### src/rtl/module_keypad_scan.sv
// -----------------------------------------------------------------------------
// module_keypad_scan
//
// Scanning controller for a 4x4 active-low matrix keypad. One column strobe is
// driven low at a time and held for SCAN_DIV cycles. The four row lines are
// synchronized and sampled once per dwell, on the "tick" cycle. A single pressed
// key must match on DEBOUNCE_CNT consecutive ticks before it is accepted. It
// must then be released for DEBOUNCE_CNT consecutive ticks before scanning
// resumes.
//
// Handshake: there is no ready input. key_valid_o is a one-cycle event pulse
// that the consumer must sample every cycle. key_code_o and dato_codf_o are
// stable from that pulse until the next accepted press.
//
// Ports:
//   clk_i        system clock
//   rst_n_i      synchronous active-low reset
//   fila_i[3:0]  raw row lines, active-low, asynchronous to clk_i
//   columna_o    one-hot-low column strobe (code 0 -> 1110 ... code 3 -> 0111)
//   dato_codc_o  live column code
//   dato_codf_o  row code of the last accepted key
//   key_code_o   {row, column} of the last accepted key
//   key_valid_o  one-cycle pulse per accepted press
//   key_held_o   high while the accepted key stays pressed
// -----------------------------------------------------------------------------
module module_keypad_scan #(
    parameter int SCAN_DIV     = 27000,
    parameter int DEBOUNCE_CNT = 4
) (
    input  logic       clk_i,
    input  logic       rst_n_i,
    input  logic [3:0] fila_i,
    output logic [3:0] columna_o,
    output logic [1:0] dato_codc_o,
    output logic [1:0] dato_codf_o,
    output logic [3:0] key_code_o,
    output logic       key_valid_o,
    output logic       key_held_o
);

    localparam int DIV_W = $clog2(SCAN_DIV);
    localparam int CNT_W = $clog2(DEBOUNCE_CNT + 1);

    localparam logic [DIV_W-1:0] DIV_LAST = DIV_W'(SCAN_DIV - 1);
    localparam logic [DIV_W-1:0] DIV_ONE  = DIV_W'(1);
    localparam logic [CNT_W-1:0] CNT_ONE  = CNT_W'(1);
    localparam logic [CNT_W-1:0] CNT_LAST = CNT_W'(DEBOUNCE_CNT - 1);

    typedef enum logic [1:0] {
        ST_SCAN     = 2'd0,
        ST_DEBOUNCE = 2'd1,
        ST_HOLD     = 2'd2
    } state_e;

    state_e           state_q, state_d;
    logic [3:0]       fila_m_q, fila_s_q;
    logic [DIV_W-1:0] div_q, div_d;
    logic [1:0]       col_q, col_d;
    logic [3:0]       columna_q, columna_d;
    logic [1:0]       row_q, row_d;
    logic [CNT_W-1:0] match_q, match_d;
    logic [CNT_W-1:0] rel_q, rel_d;
    logic [1:0]       codf_q, codf_d;
    logic [3:0]       code_q, code_d;
    logic             valid_q, valid_d;
    logic             held_q, held_d;

    logic       tick;
    logic       row_valid;
    logic [1:0] row_enc;
    logic [3:0] row_pat;
    logic       row_released;
    logic       accept;
    logic [1:0] acc_row;

    assign tick = (div_q == DIV_LAST);

    // A row pattern is a key only when exactly one line is low.
    always_comb begin
        row_valid = 1'b1;
        row_enc   = 2'd0;
        case (fila_s_q)
            4'b1110: row_enc = 2'd0;
            4'b1101: row_enc = 2'd1;
            4'b1011: row_enc = 2'd2;
            4'b0111: row_enc = 2'd3;
            default: row_valid = 1'b0;
        endcase
    end

    always_comb begin
        row_pat = 4'b1110;
        case (row_q)
            2'd0: row_pat = 4'b1110;
            2'd1: row_pat = 4'b1101;
            2'd2: row_pat = 4'b1011;
            2'd3: row_pat = 4'b0111;
            default: row_pat = 4'b1110;
        endcase
    end

    // Release only looks at the latched row; other rows are ignored in HOLD.
    assign row_released = fila_s_q[row_q];

    always_comb begin
        state_d = state_q;
        div_d   = tick ? '0 : div_q + DIV_ONE;
        col_d   = col_q;
        row_d   = row_q;
        match_d = match_q;
        rel_d   = rel_q;
        codf_d  = codf_q;
        code_d  = code_q;
        valid_d = 1'b0;
        held_d  = held_q;
        accept  = 1'b0;
        acc_row = row_q;

        if (tick) begin
            case (state_q)
                ST_SCAN: begin
                    if (row_valid) begin
                        row_d   = row_enc;
                        acc_row = row_enc;
                        // The detecting tick is itself the first match.
                        if (CNT_LAST == '0) begin
                            accept = 1'b1;
                        end else begin
                            match_d = CNT_ONE;
                            state_d = ST_DEBOUNCE;
                        end
                    end else begin
                        col_d = col_q + 2'd1;
                    end
                end
                ST_DEBOUNCE: begin
                    if (fila_s_q == row_pat) begin
                        if (match_q >= CNT_LAST) begin
                            accept = 1'b1;
                        end else begin
                            match_d = match_q + CNT_ONE;
                        end
                    end else begin
                        match_d = '0;
                        col_d   = col_q + 2'd1;
                        state_d = ST_SCAN;
                    end
                end
                ST_HOLD: begin
                    if (row_released) begin
                        if (rel_q >= CNT_LAST) begin
                            rel_d   = '0;
                            held_d  = 1'b0;
                            col_d   = col_q + 2'd1;
                            state_d = ST_SCAN;
                        end else begin
                            rel_d = rel_q + CNT_ONE;
                        end
                    end else begin
                        rel_d = '0;
                    end
                end
                default: state_d = ST_SCAN;
            endcase
        end

        if (accept) begin
            valid_d = 1'b1;
            held_d  = 1'b1;
            codf_d  = acc_row;
            code_d  = {acc_row, col_q};
            match_d = '0;
            rel_d   = '0;
            state_d = ST_HOLD;
        end

        case (col_d)
            2'd0: columna_d = 4'b1110;
            2'd1: columna_d = 4'b1101;
            2'd2: columna_d = 4'b1011;
            2'd3: columna_d = 4'b0111;
            default: columna_d = 4'b1110;
        endcase
    end

    always_ff @(posedge clk_i) begin
        if (!rst_n_i) begin
            state_q   <= ST_SCAN;
            fila_m_q  <= 4'b1111;
            fila_s_q  <= 4'b1111;
            div_q     <= '0;
            col_q     <= 2'd0;
            columna_q <= 4'b1110;
            row_q     <= 2'd0;
            match_q   <= '0;
            rel_q     <= '0;
            codf_q    <= 2'd0;
            code_q    <= 4'd0;
            valid_q   <= 1'b0;
            held_q    <= 1'b0;
        end else begin
            state_q   <= state_d;
            fila_m_q  <= fila_i;
            fila_s_q  <= fila_m_q;
            div_q     <= div_d;
            col_q     <= col_d;
            columna_q <= columna_d;
            row_q     <= row_d;
            match_q   <= match_d;
            rel_q     <= rel_d;
            codf_q    <= codf_d;
            code_q    <= code_d;
            valid_q   <= valid_d;
            held_q    <= held_d;
        end
    end

    assign columna_o   = columna_q;
    assign dato_codc_o = col_q;
    assign dato_codf_o = codf_q;
    assign key_code_o  = code_q;
    assign key_valid_o = valid_q;
    assign key_held_o  = held_q;

endmodule

### config.mk
export PLATFORM = sky130hd
export DESIGN_NAME = module_keypad_scan
export DESIGN_NICKNAME = d
export VERILOG_FILES = /design/src/rtl/module_keypad_scan.sv
export SDC_FILE = /design/constraint.sdc
export NUM_CORES = 1
export LEC_CHECK = 0
export ABC_AREA = 1
export BUFFER_PORTS_ARGS = -buffer_cell sky130_fd_sc_hd__clkbuf_2
export CORE_MARGIN = 2
export CORE_UTILIZATION = 45
export CTS_CLUSTER_SIZE = 12
export DETAILED_ROUTE_END_ITERATION = 6
export PLACE_DENSITY = 0.74
export SYNTH_ARGS = -nofsm -noshare
export SYNTH_HDL_FRONTEND = slang
export SYNTH_SLANG_ARGS = --single-unit
export TNS_END_PERCENT = 50
### constraint.sdc
create_clock -name clk_i -period 3.2 [get_ports clk_i]
set_input_delay 0.16 -clock clk_i [delete_from_list [all_inputs] [get_ports clk_i]]
set_output_delay 0.16 -clock clk_i [all_outputs]
set_load 0.005 [all_outputs]
==> results.tsv <==
metric	value	unit
status	finished clean	
DRT iter0 DRCs	159	
Slew HR	61.2	%
# DRC	0	
CORE AREA	5040	µm²
Synth top area share	38.9	%
sequential area share after synthesis	38.9	%
post-layout util	51.0	%
Power Dens Cells	414	nW/µm²
GRT Residual Overflow	0	
internal power	838	µW
library cells used by synthesis	34	
Final Hold Viols	0	
CTS Buf Count	5	
R2R Setup Slk	1.37	ns
top-level I/O count	20	
DP Wirelength	3.45	mm
Die Outline Area	5740	µm²
Chip Width	75.7	µm
sink of the worst hold path	fila_m_q[2]$_SDFF_PN1_	
commonest cells after routing, fill and taps aside	nand2_1 (87), inv_1 (45), dfxtp_1 (45)	
worst-path fanout max	8	
Worst Reg-to-Reg Cells	9	
Starting Density	45.9	%
setup tns final	0	ns
n_diodes	0	
Final Non-Filler Cells	427	
Worst Hold Depth	2	
P&R area growth vs syn	11.1	%
Syn Nets	347	
Clock transition at path regs	0.09	ns
Syn Area/Cell	6.89	µm²
Synth Cell Area	2320	µm²
Worst Tran Pin Value	0.582	ns
fin area	2570	µm²
H-tree Lvls	2	
WP data required	3.42	ns
kind of critical path	register to register	
layout cells sized above 1	17.9	%
WHS	0.0394	ns
post-layout min period	1.83	ns
largest net degree at the start of global routing	16	
Gate power share	4.4	%
Hold Crit Start	fila_i[2]	
clk root buf	clkbuf_8	
CP endpoint kind	register	
Leak	0.00120	µW
commonest non-fill, non-tap cell in the layout	nand2_1	
Async SR Flop Fraction	0	%
Post-CTS Repair Setup Buffers	0	
final RePlAce weighted congestion	0.919	
YS warnings	0	
Routed wire per std cell	10.3	µm
reg2reg end	state_q[0]$_SDFFE_PP0P_	
global-route wire length before repair	7.46	mm
Yosys top cell by area	dfxtp_1	
Tcrit/Tclk final	57.1	%
Num Clock Sinks	45	
Post-DP Area	2450	µm²
Post-synth EDFFs	0	
Synth Flop Type	dfxtp_1	
GRT Overall Usage	16.9	%
initial antenna violation count	0	
# resized after CTS	0	
DR pass1 iterations	4	
Clock Skew	0.0122	ns
worst path arrival time	2.05	ns
Reg power frac	53.8	%
Layout Nets	367	
worst r2r src	match_q[0]$_SDFFE_PP0P_	
startpoint types	register	
setup violators final	0	
clock network power share	41.7	%
P_sw	227	µW
flops & latches, synth	45	
vias in the first global route	1657	
placed cell count	419	
RSZ-0062 raised after global routing	no	
HP Class	input port to register	
# hold bufs at CTS	0	
CTS tree	yes	
switching portion of total power	21.3	%
Mapped Cells	336	
Max Freq	0.547	GHz
port buffer count	19	
via count	2038	
Routed WL	4.40	mm
CTS max path bufs	2	
DR vias/cell	4.77	
# rows	26	
VDD IR max	0.363	mV
leading post-synthesis cells by cell area	dfxtp_1 (39%), nand2_1 (14%), inv_1 (7.3%)	
MaxCap Viol Count	0	
post-route ant nets	0	
max-slew violations	0	
Clock Latency Late Sink	0.30	ns
Die Span Y	75.7	µm
-- layer usage --
metal | GRT usage (%) | wire length (µm) | vias to the layer above
met5 | 0 | 0 | -
met4 | 5.26 | 56 | 0
met3 | 4.23 | 199 | 4
met2 | 24.6 | 1870 | 40
met1 | 24.5 | 2270 | 903
li1 | - | - | 1091
-- worst max-delay path by stage --
| stage | start | end | cells past startpoint | slack, ns |
|---|---|---|---|---|
| floorplan | rel_q[0]$_SDFFE_PP0P_ | columna_o[1]$_SDFF_PN1_ | 13 | 1.65 |
| global placement | match_q[0]$_SDFFE_PP0P_ | state_q[0]$_SDFFE_PP0P_ | 9 | 1.42 |
| detailed placement | match_q[0]$_SDFFE_PP0P_ | state_q[0]$_SDFFE_PP0P_ | 9 | 1.38 |
| CTS | match_q[0]$_SDFFE_PP0P_ | state_q[0]$_SDFFE_PP0P_ | 9 | 1.35 |
| global route | match_q[0]$_SDFFE_PP0P_ | state_q[0]$_SDFFE_PP0P_ | 9 | 1.16 |
| finish | match_q[0]$_SDFFE_PP0P_ | state_q[0]$_SDFFE_PP0P_ | 9 | 1.37 |
-- per-stage QoR --
step | total power (µW) | setup WS (ns)
finish | 1060 | 1.37
global route | 1100 | 1.16
CTS | 1070 | 1.35
detailed placement | 634 | 1.38
global placement | 633 | 1.42
floorplan | 621 | 1.65
-- Yosys cell counts, types with 6 or more instances --
| cell | n |
|---|---|
| inv_2 | 6 |
| nor2_1 | 40 |
| o21ai_0 | 11 |
| nor3_1 | 8 |
| inv_1 | 45 |
| nand4_1 | 6 |
| nand2_1 | 87 |
| nand3_1 | 23 |
| a21oi_1 | 9 |
| dfxtp_1 | 45 |
| or2_2 | 8 |
| nand2_2 | 8 |
-- worst max-delay path: stages (launching register included) --
cell and delay, ns:
dfxtp_1 0.35, ha_1 0.22, ha_1 0.17, a21oi_1 0.11, nand2_1 0.13, nand3_1 0.19, nor2_1 0.10, nor2_4 0.22
inv_2 0.08, nor3b_1 0.19
-- flip-flops by register name, summed over array words and instances (netlist names) --
| name | flops |
|---|---|
| rel_q | 3 |
| dato_codf_o | 2 |
| state_q | 2 |
| key_valid_o | 1 |
| match_q | 3 |
| div_q | 15 |
| fila_s_q | 4 |
| key_held_o | 1 |
| dato_codc_o | 2 |
| fila_m_q | 4 |
| columna_o | 4 |
| row_q | 2 |
| key_code_o | 2 |
-- cell families (layout without fill, tap and decap cells) --
| kind of cell | after synthesis | count (layout) | share of synthesized area (%) |
|---|---|---|---|
| AND/OR/NAND/NOR | 198 | 198 | 40.5 |
| buffers and inverters | 58 | 79 | 10.5 |
| flip-flops | 45 | 45 | 38.9 |
| AO/OA/AOI/OAI | 28 | 28 | 6.65 |
| adder cells (fa/ha/maj) | 5 | 5 | 2.70 |
| XOR/XNOR | 2 | 2 | 0.756 |
-- power by group through the flow --
stage / combinational, µW / clock (µW) / sequential (µW)
finish: 47.0 / 444 / 573
global route: 52.9 / 471 / 574
CTS: 47.4 / 452 / 573
detailed placement: 47.1 / 0 / 586
global placement: 46.8 / 0 / 586
floorplan: 36.1 / 0 / 585
-- area by class of cell --
type | count | area (µm²)
Fill cell | 492 | 2470
Multi-Input combinational cell | 233 | 1170
Sequential cell | 45 | 901
Inverter | 52 | 198
Timing Repair Buffer | 19 | 95.1
Tap cell | 70 | 87.6
Clock buffer | 6 | 82.6
Clock inverter | 2 | 37.5
Note: power is estimated with default switching activity, not from simulation.
